<file path="config.mk">
export PLATFORM = sky130hd
export DESIGN_NAME = final_cpa_pipe
export DESIGN_NICKNAME = d
export VERILOG_FILES = /design/src/rtl/final_cpa_pipe.sv
export SDC_FILE = /design/constraint.sdc
export NUM_CORES = 1
export LEC_CHECK = 0
export CAP_MARGIN = 20
export CORE_MARGIN = 1
export CORE_UTILIZATION = 47
export CTS_BUF_LIST = sky130_fd_sc_hd__clkbuf_16
export DETAILED_ROUTE_END_ITERATION = 8
export PLACE_DENSITY = 0.73
export SLEW_MARGIN = 25
export SYNTH_ARGS = -nofsm -noshare
export SYNTH_HDL_FRONTEND = slang
export SYNTH_SLANG_ARGS = --single-unit
</file>
<file path="constraint.sdc">
create_clock -name clk -period 5.2 [get_ports clk]
set_input_delay 1.56 -clock clk [delete_from_list [all_inputs] [get_ports clk]]
set_output_delay 1.56 -clock clk [all_outputs]
set_load 0.005 [all_outputs]
</file>
<file path="src/rtl/final_cpa_pipe.sv">
// Segmented, pipelined carry-propagate adder that resolves the sum/carry rows of the
// multiplier tree into the final product, SEG_W columns per stage, with valid/ready flow control.
module final_cpa_pipe #(
    parameter int BITWIDTH       = 8,
    parameter int LEASTSIGNIFCOL = 0,
    parameter int SEG_W          = 4
) (
    input  logic                                       clk,
    input  logic                                       rst,
    input  logic                                       in_valid,
    output logic                                       in_ready,
    input  logic [2*BITWIDTH-LEASTSIGNIFCOL-1:0]       in_row0,
    input  logic [2*BITWIDTH-LEASTSIGNIFCOL-1:0]       in_row1,
    output logic                                       out_valid,
    input  logic                                       out_ready,
    output logic [2*BITWIDTH-1:0]                      product,
    output logic                                       cout
);
    localparam int W    = 2*BITWIDTH - LEASTSIGNIFCOL;
    localparam int NSEG = (W + SEG_W - 1) / SEG_W;

    logic [NSEG-1:0]         valid_vec_s;
    logic [NSEG:0]           ready_s;
    logic [NSEG-1:0][W-1:0]  res_vec_s;
    logic [NSEG-1:0][W-1:0]  row0_vec_s;
    logic [NSEG-1:0][W-1:0]  row1_vec_s;
    logic [NSEG-1:0]         c_vec_s;
    logic                    unused_rows_s;

    // Ready ripples back from the output; an empty stage always accepts, so bubbles compress.
    always_comb begin
        ready_s       = '0;
        ready_s[NSEG] = out_ready;
        for (int s = NSEG - 1; s >= 0; s--) begin
            ready_s[s] = !valid_vec_s[s] || ready_s[s+1];
        end
    end

    for (genvar s = 0; s < NSEG; s++) begin : g_stage
        localparam int LO = s * SEG_W;
        localparam int SW = ((W - LO) < SEG_W) ? (W - LO) : SEG_W;

        logic          up_valid_s;
        logic [W-1:0]  up_res_s;
        logic [W-1:0]  up_row0_s;
        logic [W-1:0]  up_row1_s;
        logic          up_c_s;
        logic [SW:0]   seg_sum_s;
        logic          valid_q, valid_d;
        logic [W-1:0]  res_q, res_d;
        logic [W-1:0]  row0_q, row0_d;
        logic [W-1:0]  row1_q, row1_d;
        logic          c_q, c_d;

        if (s == 0) begin : g_src
            assign up_valid_s = in_valid;
            assign up_res_s   = '0;
            assign up_row0_s  = in_row0;
            assign up_row1_s  = in_row1;
            assign up_c_s     = 1'b0;
        end else begin : g_src
            assign up_valid_s = valid_vec_s[s-1];
            assign up_res_s   = res_vec_s[s-1];
            assign up_row0_s  = row0_vec_s[s-1];
            assign up_row1_s  = row1_vec_s[s-1];
            assign up_c_s     = c_vec_s[s-1];
        end

        assign seg_sum_s = {1'b0, up_row0_s[LO +: SW]} + {1'b0, up_row1_s[LO +: SW]}
                         + {{SW{1'b0}}, up_c_s};

        // Load the upstream word with this segment resolved, or hold while stalled.
        always_comb begin
            valid_d = valid_q;
            res_d   = res_q;
            row0_d  = row0_q;
            row1_d  = row1_q;
            c_d     = c_q;
            if (ready_s[s]) begin
                valid_d           = up_valid_s;
                res_d             = up_res_s;
                res_d[LO +: SW]   = seg_sum_s[SW-1:0];
                row0_d            = up_row0_s;
                row1_d            = up_row1_s;
                c_d               = seg_sum_s[SW];
            end else begin
                valid_d = valid_q;
            end
        end

        // Stage registers; reset discards any in-flight word.
        always_ff @(posedge clk or posedge rst) begin
            if (rst) begin
                valid_q <= 1'b0;
                res_q   <= '0;
                row0_q  <= '0;
                row1_q  <= '0;
                c_q     <= 1'b0;
            end else begin
                valid_q <= valid_d;
                res_q   <= res_d;
                row0_q  <= row0_d;
                row1_q  <= row1_d;
                c_q     <= c_d;
            end
        end

        assign valid_vec_s[s] = valid_q;
        assign res_vec_s[s]   = res_q;
        assign row0_vec_s[s]  = row0_q;
        assign row1_vec_s[s]  = row1_q;
        assign c_vec_s[s]     = c_q;
    end

    // The last stage's copy of the raw rows is fully consumed already.
    assign unused_rows_s = ^{row0_vec_s[NSEG-1], row1_vec_s[NSEG-1]};

    assign in_ready  = ready_s[0];
    assign out_valid = valid_vec_s[NSEG-1];
    assign cout      = c_vec_s[NSEG-1];

    // Place the resolved columns at their product position; columns below LSC are absent.
    always_comb begin
        product = '0;
        product[2*BITWIDTH-1:LEASTSIGNIFCOL] = res_vec_s[NSEG-1];
    end
endmodule

</file>
### After elaboration in Yosys (flattened, before gate mapping)

Cells that the tools add are included.

| operators by class | value |
|---|---|
| add/sub/neg operators | 7 |
| reduce and logical (&&, ||, !) cells | 8 |

Operators by type and width:

| cell | count |
|---|---|
| 4-bit by 4-bit adder with 5-bit output | 4 |
| 5-bit by 1-bit adder with 5-bit output | 3 |
| 1-bit zero test | 4 |
| 1-bit logical OR | 4 |

| storage, ports and cells | value |
|---|---|
| register bits | 144 |
| output and inout port bits | 19 |

### Longest topological paths before layout

Gate-level depths: netlist of run 1.

| depth | value |
|---|---|
| word-level depth | 5 |
| depth in mapped cells | 6 |
| mapped depth without buffers | 6 |

### Least setup slack after synthesis of run 1

Ideal clock, no wire load.

| timing | value |
|---|---|
| path kind | input port to output port |
| start | input port out_ready |
| end | output port in_ready |
| arrival time | 2.119 ns |
| required time | 3.640 ns |
| setup slack | 1.521 ns |
| cell stages on the path | 4 |
| cell sequence | and4b_1 > buf_4 > nand2_2 > buf_6 |

| between the ends | value |
|---|---|
| word-level cells in the longest chain between the ends | 4 |

Ends and longest elaborated chain:

| item | RTL line | source |
|---|---|---|
| start, declared | 15 | `input logic out_ready,` |
| 1-bit logical OR (4 in series) | 35 | `ready_s[s] = !valid_vec_s[s] \|\| ready_s[s+1];` |
| end, declared | 11 | `output logic in_ready,` |

No other way between the ends.

### Worst setup path after layout of run 1

Same ends and word-level chain as after synthesis.

==> flow_summary_export.csv, run 1 <==
group,metric,value,unit
clock_tree,clock_latency,0.34,ns
floorplanning,pin_count,55,
synth,synth.distinct_cells,36,
floorplanning,chipHeight,95.89,µm
timing,final-setup-viol-count,0,
clock_tree,cts_resized,0,
placement,dpl.hpwl,5.085,mm
timing,hold_violations,0,
clock_tree,clkTransAtPathRegs,0.07,ns
setup_path,critPathLaunchType,"input pin",
final_layout,num_antenna_cells,0,
power,p_leak,2.375,nW
setup_path,worstSetupPathType,"input pin to output port",
final_layout,final_common_cell,"nand2_1",
placement,dpl_worst_slack,0.7333,ns
global_routing,grt.total_usage,0.1898,
clock_tree,post-cts-setup-buffers,0,
timing,tightestPinTransition,0.9277,ns
synth,synth_area_leaders,"dfrtp_1 58%, mux2_2 11%, nand2_1 9.3%",
global_routing,grt_pass1_wl,13.10,mm
timing,slew_headroom,0.3797,
synth,synth_nets,425,
clock_tree,cts_root_buf,"clkbuf_16",
placement,place_inst,518,
floorplanning,core_area,8382,µm²
clock_tree,cts_tree,"built",
final_layout,area_growth,22.86,%
synth,async_flop_share,1.000,
clock_tree,cts_made_buffers,9,
synth,yosysTopAreaCellShare,0.5799,
timing,maxSlewViolCount,0,
routing,vias_per_cell,5.081,
routing,drt_iter0_markers,135,
floorplanning,die_area,9194,µm²
power,ir_worst_vdd,0.0002308,V
clock_tree,cts_num_sinks,96,
routing,postRouteAntennaNets,0,
outcome,status,"complete, no violations",
final_layout,drive_gt1_frac,0.1515,
final_layout,mostFrequentLayoutCells,"103 x nand2_1, 96 x dfrtp_1, 54 x clkdlybuf4s50_1",
final_layout,fin_nets,480,
timing,rsz0062_at_grt,"no",
final_layout,fill_cells,670,
worst_hold_path,hold_class,"register to register",
synth,syn-cell-area,4143,µm²
routing,route.detailed.drc,0,
floorplanning,rows,33,
timing,fin_skew,0.008910,ns
synth,synth_edf_count,0,
setup_path,crit_path_end_kind,"output port",
placement,io_buffers,54,
synth,syn_avg_cell_area,11.23,µm²
clock_tree,cts_buffer_depth,2,
timing,post-route-period-util,0.8611,
timing,setup_ws,0.7221,ns
synth,synth_cells,369,
synth,ys_ff_latch,96,
synth,yosysTopAreaCell,"dfrtp_1",
synth,seq_area_frac_synth,0.5799,
placement,gp_congestion,0.7711,
routing,wl,7.410,mm
synth,ys_warn_count,0,
global_routing,grt_max_degree,55,
timing,min_period,4.478,ns
setup_path,arrival,2.92,ns
routing,drt_pass1_iterations,4,
setup_path,critPathMaxFanout,6,
run,maxCapViolCount,0,
clock_tree,postCtsHoldBufs,0,
setup_path,cp_data_required_time,3.64,ns
global_routing,antenna_found_initial,0,
timing,fmax,223.3,MHz
clock_tree,cts_max_level,3,
global_routing,overflow,0,
global_routing,grt_pass1_vias,2735,
synth,synth_top_flop_cell,"dfrtp_1",
routing,avgRoutedWirePerCell,13.88,µm
floorplanning,start_util,0.4943,
routing,vias,2713,
floorplanning,die_width,95.89,µm
timing,fin_tns_setup,0,ns
power,powerDensity,445.8,nW/µm²
final_layout,fin_cells,534,
-- where the power goes --
group          switching [mW]  internal [mW]  total, mW
sequential              0.109          0.933       1.04
combinational           0.233          0.293      0.526
clock                   0.279          0.422      0.701
total                   0.621           1.65       2.27
-- per-stage QoR --
step	power (mW)	util	hold slack, ns	cell area (µm²)
detailed placement	1.583	0.5692	0.4548	4771
floorplan	1.348	-	0.4331	4143
CTS	2.291	0.6073	0.4704	5090
global placement	1.555	0.5692	0.4477	4771
global route	2.411	0.6073	0.4971	5090
finish	2.269	0.6073	0.4659	5090
-- final cells by class --
class | count | area [µm²] | area share
Sequential cell | 96 | 2402 | 0.4720
Clock buffer | 9 | 225.2 | 0.04425
Tap cell | 105 | 131.4 | 0.02581
Inverter | 19 | 72.57 | 0.01426
Multi-Input combinational cell | 238 | 1579 | 0.3102
Clock inverter | 7 | 93.84 | 0.01844
Timing Repair Buffer | 60 | 585.6 | 0.1150
-- worst max-delay path, stage by stage --
cell,delay [ns]
clkdlybuf4s50_1,0.54
and4b_1,0.24
nand2_2,0.08
clkdlybuf4s50_1,0.50
-- synthesized netlist by cell type, types with 2 or more instances --
master and instances:
nand2_1 103, a211oi_1 2, nand2b_1 4, nor2_1 13, fa_1 7, ha_1 13, o21ai_0 11, nor3_1 3
buf_2 3, clkbuf_1 8, nor2b_1 6, nand3_1 4, buf_6 3, xor2_1 2, dfrtp_1 96, a21oi_1 13
inv_1 19, mux2_2 41
-- state kept, by name, indices dropped and copies added (netlist names) --
name	cells
g_stage.res_q	24
g_stage.row0_q	24
g_stage.row1_q	24
product	16
g_stage.c_q	3
g_stage.valid_q	3
cout	1
out_valid	1
-- routing by layer --
layer  up-vias  routed length (µm)  global-route usage
met3        14                 278             0.03555
met4         0                 115             0.07090
li1       1321                   -                   -
met2        67                3530              0.2946
met1      1311                3485              0.2675
met5         -                   0                   0
-- path summary, 6_finish.rpt --
check / from / end / slack (ns) / cells after the start
setup / recovery: out_ready / in_ready / 0.72 / 4
min in group asynchronous: rst / product[7] / 1.72 / 2
hold reg to reg: g_stage[1].row0_q[15] / g_stage[1].row0_q[15] / 0.47 / 2
hold / removal: g_stage[1].row0_q[15] / g_stage[1].row0_q[15] / 0.47 / 2
setup reg to reg: out_valid / g_stage[2].res_q[11] / 3.37 / 3
max in group asynchronous: rst / g_stage[2].res_q[11] / 2.64 / 3
-- cells by family after synthesis --
kind of cell,count (synthesis),synth area share
AO/OA/AOI/OAI,32,0.04379
XOR/XNOR,3,0.006344
adder cells (fa/ha/maj),20,0.07309
buffers and inverters,35,0.03896
flip-flops,96,0.5799
multiplexers,42,0.1139
AND/OR/NAND/NOR,141,0.1441
No activity file was read; power rests on OpenSTA's default activity.
==> run 2: changes to the inputs <==
Settings changed: DONT_BUFFER_PORTS set to 1, PLACE_DENSITY 0.73 to 0.65.
==> flow_summary_export.csv, run 2 (same netlist as run 1, synthesis figures left out) <==
group,metric,value,unit
final_layout,area_growth,9.695,%
setup_path,critPathLaunchType,"input pin",
timing,hold_violations,0,
final_layout,drive_gt1_frac,0.1738,
final_layout,design_area,4544,µm²
clock_tree,cts_resized,0,
floorplanning,core_area,8382,µm²
clock_tree,post-cts-setup-buffers,0,
global_routing,grt_pass1_vias,2589,
global_routing,antenna_found_initial,0,
timing,fin_tns_setup,0,ns
worst_hold_path,hold_class,"register to register",
clock_tree,cts_max_level,3,
timing,min_period,3.736,ns
timing,rsz0062_at_grt,"no",
floorplanning,pin_count,55,
placement,dpl.hpwl,4.854,mm
placement,io_buffers,0,
setup_path,worstSetupPathType,"input pin to output port",
clock_tree,cts_root_buf,"clkbuf_16",
power,powerDensity,470.3,nW/µm²
final_layout,fin_nets,425,
power,p_leak,2.162,nW
routing,drt_iter0_markers,117,
routing,wl,7.040,mm
timing,final-setup-viol-count,0,
routing,vias,2449,
routing,route.detailed.drc,0,
clock_tree,cts_num_sinks,96,
routing,avgRoutedWirePerCell,14.70,µm
placement,gp_congestion,0.7872,
floorplanning,die_area,9194,µm²
clock_tree,clkTransAtPathRegs,0.06,ns
final_layout,num_antenna_cells,0,
setup_path,critPathMaxFanout,24,
final_layout,multi_input_area,1579,µm²
floorplanning,chipHeight,95.89,µm
power,ir_worst_vdd,0.0002488,V
global_routing,overflow,0,
clock_tree,clock_latency,0.34,ns
run,maxCapViolCount,0,
floorplanning,die_width,95.89,µm
routing,vias_per_cell,5.113,
global_routing,grt.total_usage,0.1815,
global_routing,grt_pass1_wl,12.46,mm
timing,slew_headroom,0.3703,
clock_tree,postCtsHoldBufs,0,
routing,postRouteAntennaNets,0,
floorplanning,start_util,0.4943,
placement,place_area,4224,µm²
timing,fin_skew,0.006949,ns
setup_path,cp_data_required_time,3.64,ns
final_layout,seqCellArea,2402,µm²
setup_path,crit_path_end_kind,"output port",
final_layout,reg_top3,"g_stage.res_q x24, g_stage.row0_q x24, g_stage.row1_q x24",
timing,fmax,267.7,MHz
routing,drt_pass1_iterations,4,
timing,post-route-period-util,0.7184,
clock_tree,cts_buffer_depth,2,
final_layout,final_common_cell,"nand2_1",
timing,tightestPinTransition,0.9417,ns
timing,maxSlewViolCount,0,
final_layout,fill_cells,735,
clock_tree,cts_tree,"built",
setup_path,arrival,2.18,ns
global_routing,grt_max_degree,60,
final_layout,mostFrequentLayoutCells,"103 x nand2_1, 96 x dfrtp_1, 41 x mux2_2",
outcome,status,"complete, no violations",
floorplanning,rows,33,
clock_tree,cts_made_buffers,9,
[run 2: worst paths after layout]
kind	startpoint	end	slack, ns	depth (start not counted)
max	out_ready	in_ready	1.46	3
min	g_stage[1].row1_q[12]	g_stage[1].row1_q[12]	0.47	2
max reg2reg	out_valid	g_stage[0].row0_q[14]	3.33	5
min reg2reg	g_stage[1].row1_q[12]	g_stage[1].row1_q[12]	0.47	2
max in group asynchronous	rst	g_stage[0].row1_q[9]	3.04	2
min in group asynchronous	rst	product[1]	1.22	1
[run 2: metrics by stage]
stage	worst slack, ns	instances	hold WS, ns	total power [mW]	util
6_report	1.464	479	0.4695	2.137	0.5422
5_1_grt	1.415	479	0.4999	2.277	0.5422
4_1_cts	1.444	479	0.4734	2.163	0.5422
3_5_place_dp	1.442	463	0.4575	1.453	0.5040
3_3_place_gp	1.471	463	0.4527	1.431	0.5040
2_1_floorplan	1.135	369	0.4331	1.348	-
[run 2: area by class of cell]
cell class / instances / share of cell area
tap: 105 / 0.02891
clock inverter: 7 / 0.02093
multi-input combinational: 238 / 0.3475
clock buffer: 9 / 0.04956
timing repair buffer: 5 / 0.008260
sequential: 96 / 0.5286
inverter: 19 / 0.01624
[run 2: worst max-delay path, stage by stage]
cell and delay [ns]:
and4b_1 0.23, buf_4 0.26, nand2_2 0.11
[run 2: report_power, final]
group          internal [mW]  switching, mW
registers              0.934          0.122
logic                  0.179          0.199
clock network          0.422          0.282
total                   1.53          0.603
[run 2: metal layers]
metal	track usage	share of wire
met5	0	0
met4	0.05224	0.0099
met3	0.07267	0.065
met2	0.2631	0.43
met1	0.2521	0.50
==> run 3: changes to the inputs <==
Clock period 5.2 ns to 3.5 ns, I/O delays scaled along.
==> flow_summary_export.csv, run 3 (same netlist as run 1, synthesis figures left out) <==
group,metric,value,unit
power,p_clk_frac,0.340,
setup_path,slowest_delay,0.27,ns
placement,gp_congestion,0.7061,
worst_hold_path,holdPathEnd,"product[4]",
floorplanning,chipHeight,95.89,µm
global_routing,grt.total_usage,0.1688,
final_layout,num_antenna_cells,0,
setup_path,critPathMaxFanout,6,
setup_path,crit_path_end_kind,"output port",
timing,slew_headroom,0.4418,
power,switchingPower,0.8707,mW
timing,fin_tns_setup,0,ns
routing,wl,6.718,mm
clock_tree,cts_made_buffers,9,
routing,route.detailed.drc,0,
power,comb_power_share,0.173,
routing,vias_per_cell,5.089,
final_layout,final_common_cell,"nand2_1",
worst_hold_path,hold_class,"register to register",
final_layout,utilization,0.5486,
timing,post-route-period-util,0.7045,
floorplanning,rows,33,
global_routing,grt_use_met1,0.2373,
global_routing,grt_pass1_wl,11.66,mm
global_routing,grt_pass1_vias,2477,
floorplanning,start_util,0.4943,
final_layout,reg_top3,"g_stage.res_q x24, g_stage.row0_q x24, g_stage.row1_q x24",
final_layout,design_area,4598,µm²
setup_path,r2r_start,"out_valid",
clock_tree,post-cts-setup-buffers,0,
global_routing,antenna_found_initial,0,
routing,drt_pass1_iterations,4,
power,fin_total_pwr,3.225,mW
timing,fin_skew,0.006411,ns
clock_tree,clock_latency,0.33,ns
timing,final-setup-viol-count,0,
worst_hold_path,holdCritStartpoint,"g_stage[2].res_q[4]",
clock_tree,cts_resized,0,
run,maxCapViolCount,0,
final_layout,area_growth,10.99,%
routing,drt_iter0_markers,85,
timing,tightestPinTransition,0.8356,ns
placement,dpl.hpwl,4.809,mm
final_layout,mostFrequentLayoutCells,"103 x nand2_1, 96 x dfrtp_1, 41 x mux2_2",
clock_tree,postCtsHoldBufs,0,
setup_path,cp_num_buf_inv,0,
final_layout,fill_cells,728,
setup_path,worstSetupPathType,"input pin to output port",
final_layout,drive_gt1_frac,0.1782,
floorplanning,die_area,9194,µm²
timing,rsz0062_at_grt,"no",
setup_path,rrSetupSlack,1.83,ns
outcome,status,"complete, no violations",
setup_path,critPathLaunchType,"input pin",
timing,fmax,405.6,MHz
setup_path,cpLargestDelayFamily,"simple AND/OR/NAND/NOR gates",
clock_tree,cts_tree,"built",
setup_path,cp_cell_sequence,"and4b_1 > nand2_2",
final_layout,fin_nets,427,
timing,maxSlewViolCount,0,
clock_tree,cts_buffer_depth,2,
clock_tree,clkTransAtPathRegs,0.07,ns
routing,vias,2448,
global_routing,overflow,0,
power,p_seq_frac,0.486,
floorplanning,pin_count,55,
setup_path,arrival,1.42,ns
routing,avgRoutedWirePerCell,13.97,µm
placement,io_buffers,0,
setup_path,r2r_end,"g_stage[0].res_q[0]",
clock_tree,cts_max_level,3,
global_routing,globalRouteMet2Util,0.2405,
global_routing,grt_max_degree,41,
setup_path,ff2ff_path_depth,4,
floorplanning,core_area,8382,µm²
worst_hold_path,worstHoldPathCells,2,
global_routing,grtUsageMet3,0.06793,
placement,place_area,4253,µm²
power,ir_worst_vdd,0.0004145,V
timing,hold_ws,0.4650,ns
timing,min_period,2.466,ns
power,p_leak,2.169,nW
power,p_int,2.355,mW
routing,postRouteAntennaNets,0,
global_routing,busiest_layer,"met2",
clock_tree,cts_root_buf,"clkbuf_16",
power,powerDensity,701.4,nW/µm²
setup_path,cp_data_required_time,2.45,ns
setup_path,cp_slowest_cell,"and4b_1",
timing,hold_violations,0,
power,switching_share,0.2700,
floorplanning,die_width,95.89,µm
clock_tree,cts_num_sinks,96,
## run 3: how the worst max path moves through the flow
stage / start / endpoint / slack (ns) / cells past startpoint
after global routing: out_ready / in_ready / 1.01 / 2
final: out_ready / in_ready / 1.03 / 2
after floorplan: out_ready / in_ready / 0.84 / 4
after global placement: out_ready / in_ready / 1.03 / 2
after CTS: out_ready / in_ready / 1.03 / 2
after detailed placement: out_ready / in_ready / 1.03 / 2
## run 3: through the flow
stage	instances	worst slack, ns
6_report	481	1.034
5_1_grt	481	1.014
3_5_place_dp	465	1.035
4_1_cts	481	1.027
3_3_place_gp	465	1.030
2_1_floorplan	369	0.8410
## run 3: layer usage
| metal | share of wire | vias up |
|---|---|---|
| met4 | 0.014 | 0 |
| met5 | 0 | - |
| met1 | 0.49 | 1180 |
| met2 | 0.42 | 47 |
| met3 | 0.075 | 9 |
| li1 | - | 1212 |
## run 3: layout make-up
type | instances | area, µm² | share of cell area
tap | 105 | 131.4 | 0.02857
multi-input combinational | 238 | 1579 | 0.3434
sequential | 96 | 2402 | 0.5224
inverter | 19 | 75.07 | 0.01633
timing repair buffer | 7 | 65.06 | 0.01415
clock buffer | 9 | 225.2 | 0.04898
clock inverter | 7 | 120.1 | 0.02612
## run 3: power by group through the flow
stage | sequential [mW] | combinational (mW) | clock, mW
after detailed placement | 1.60 | 0.564 | 0
after global routing | 1.61 | 0.659 | 1.17
final | 1.57 | 0.559 | 1.10
after CTS | 1.58 | 0.568 | 1.13
after floorplan | 1.53 | 0.471 | 0
after global placement | 1.58 | 0.544 | 0
## run 3: worst min-delay path, stage by stage, from the launching register on
cell	delay [ns]
dfrtp_1	0.34
nand2_1	0.05
nand2_1	0.05
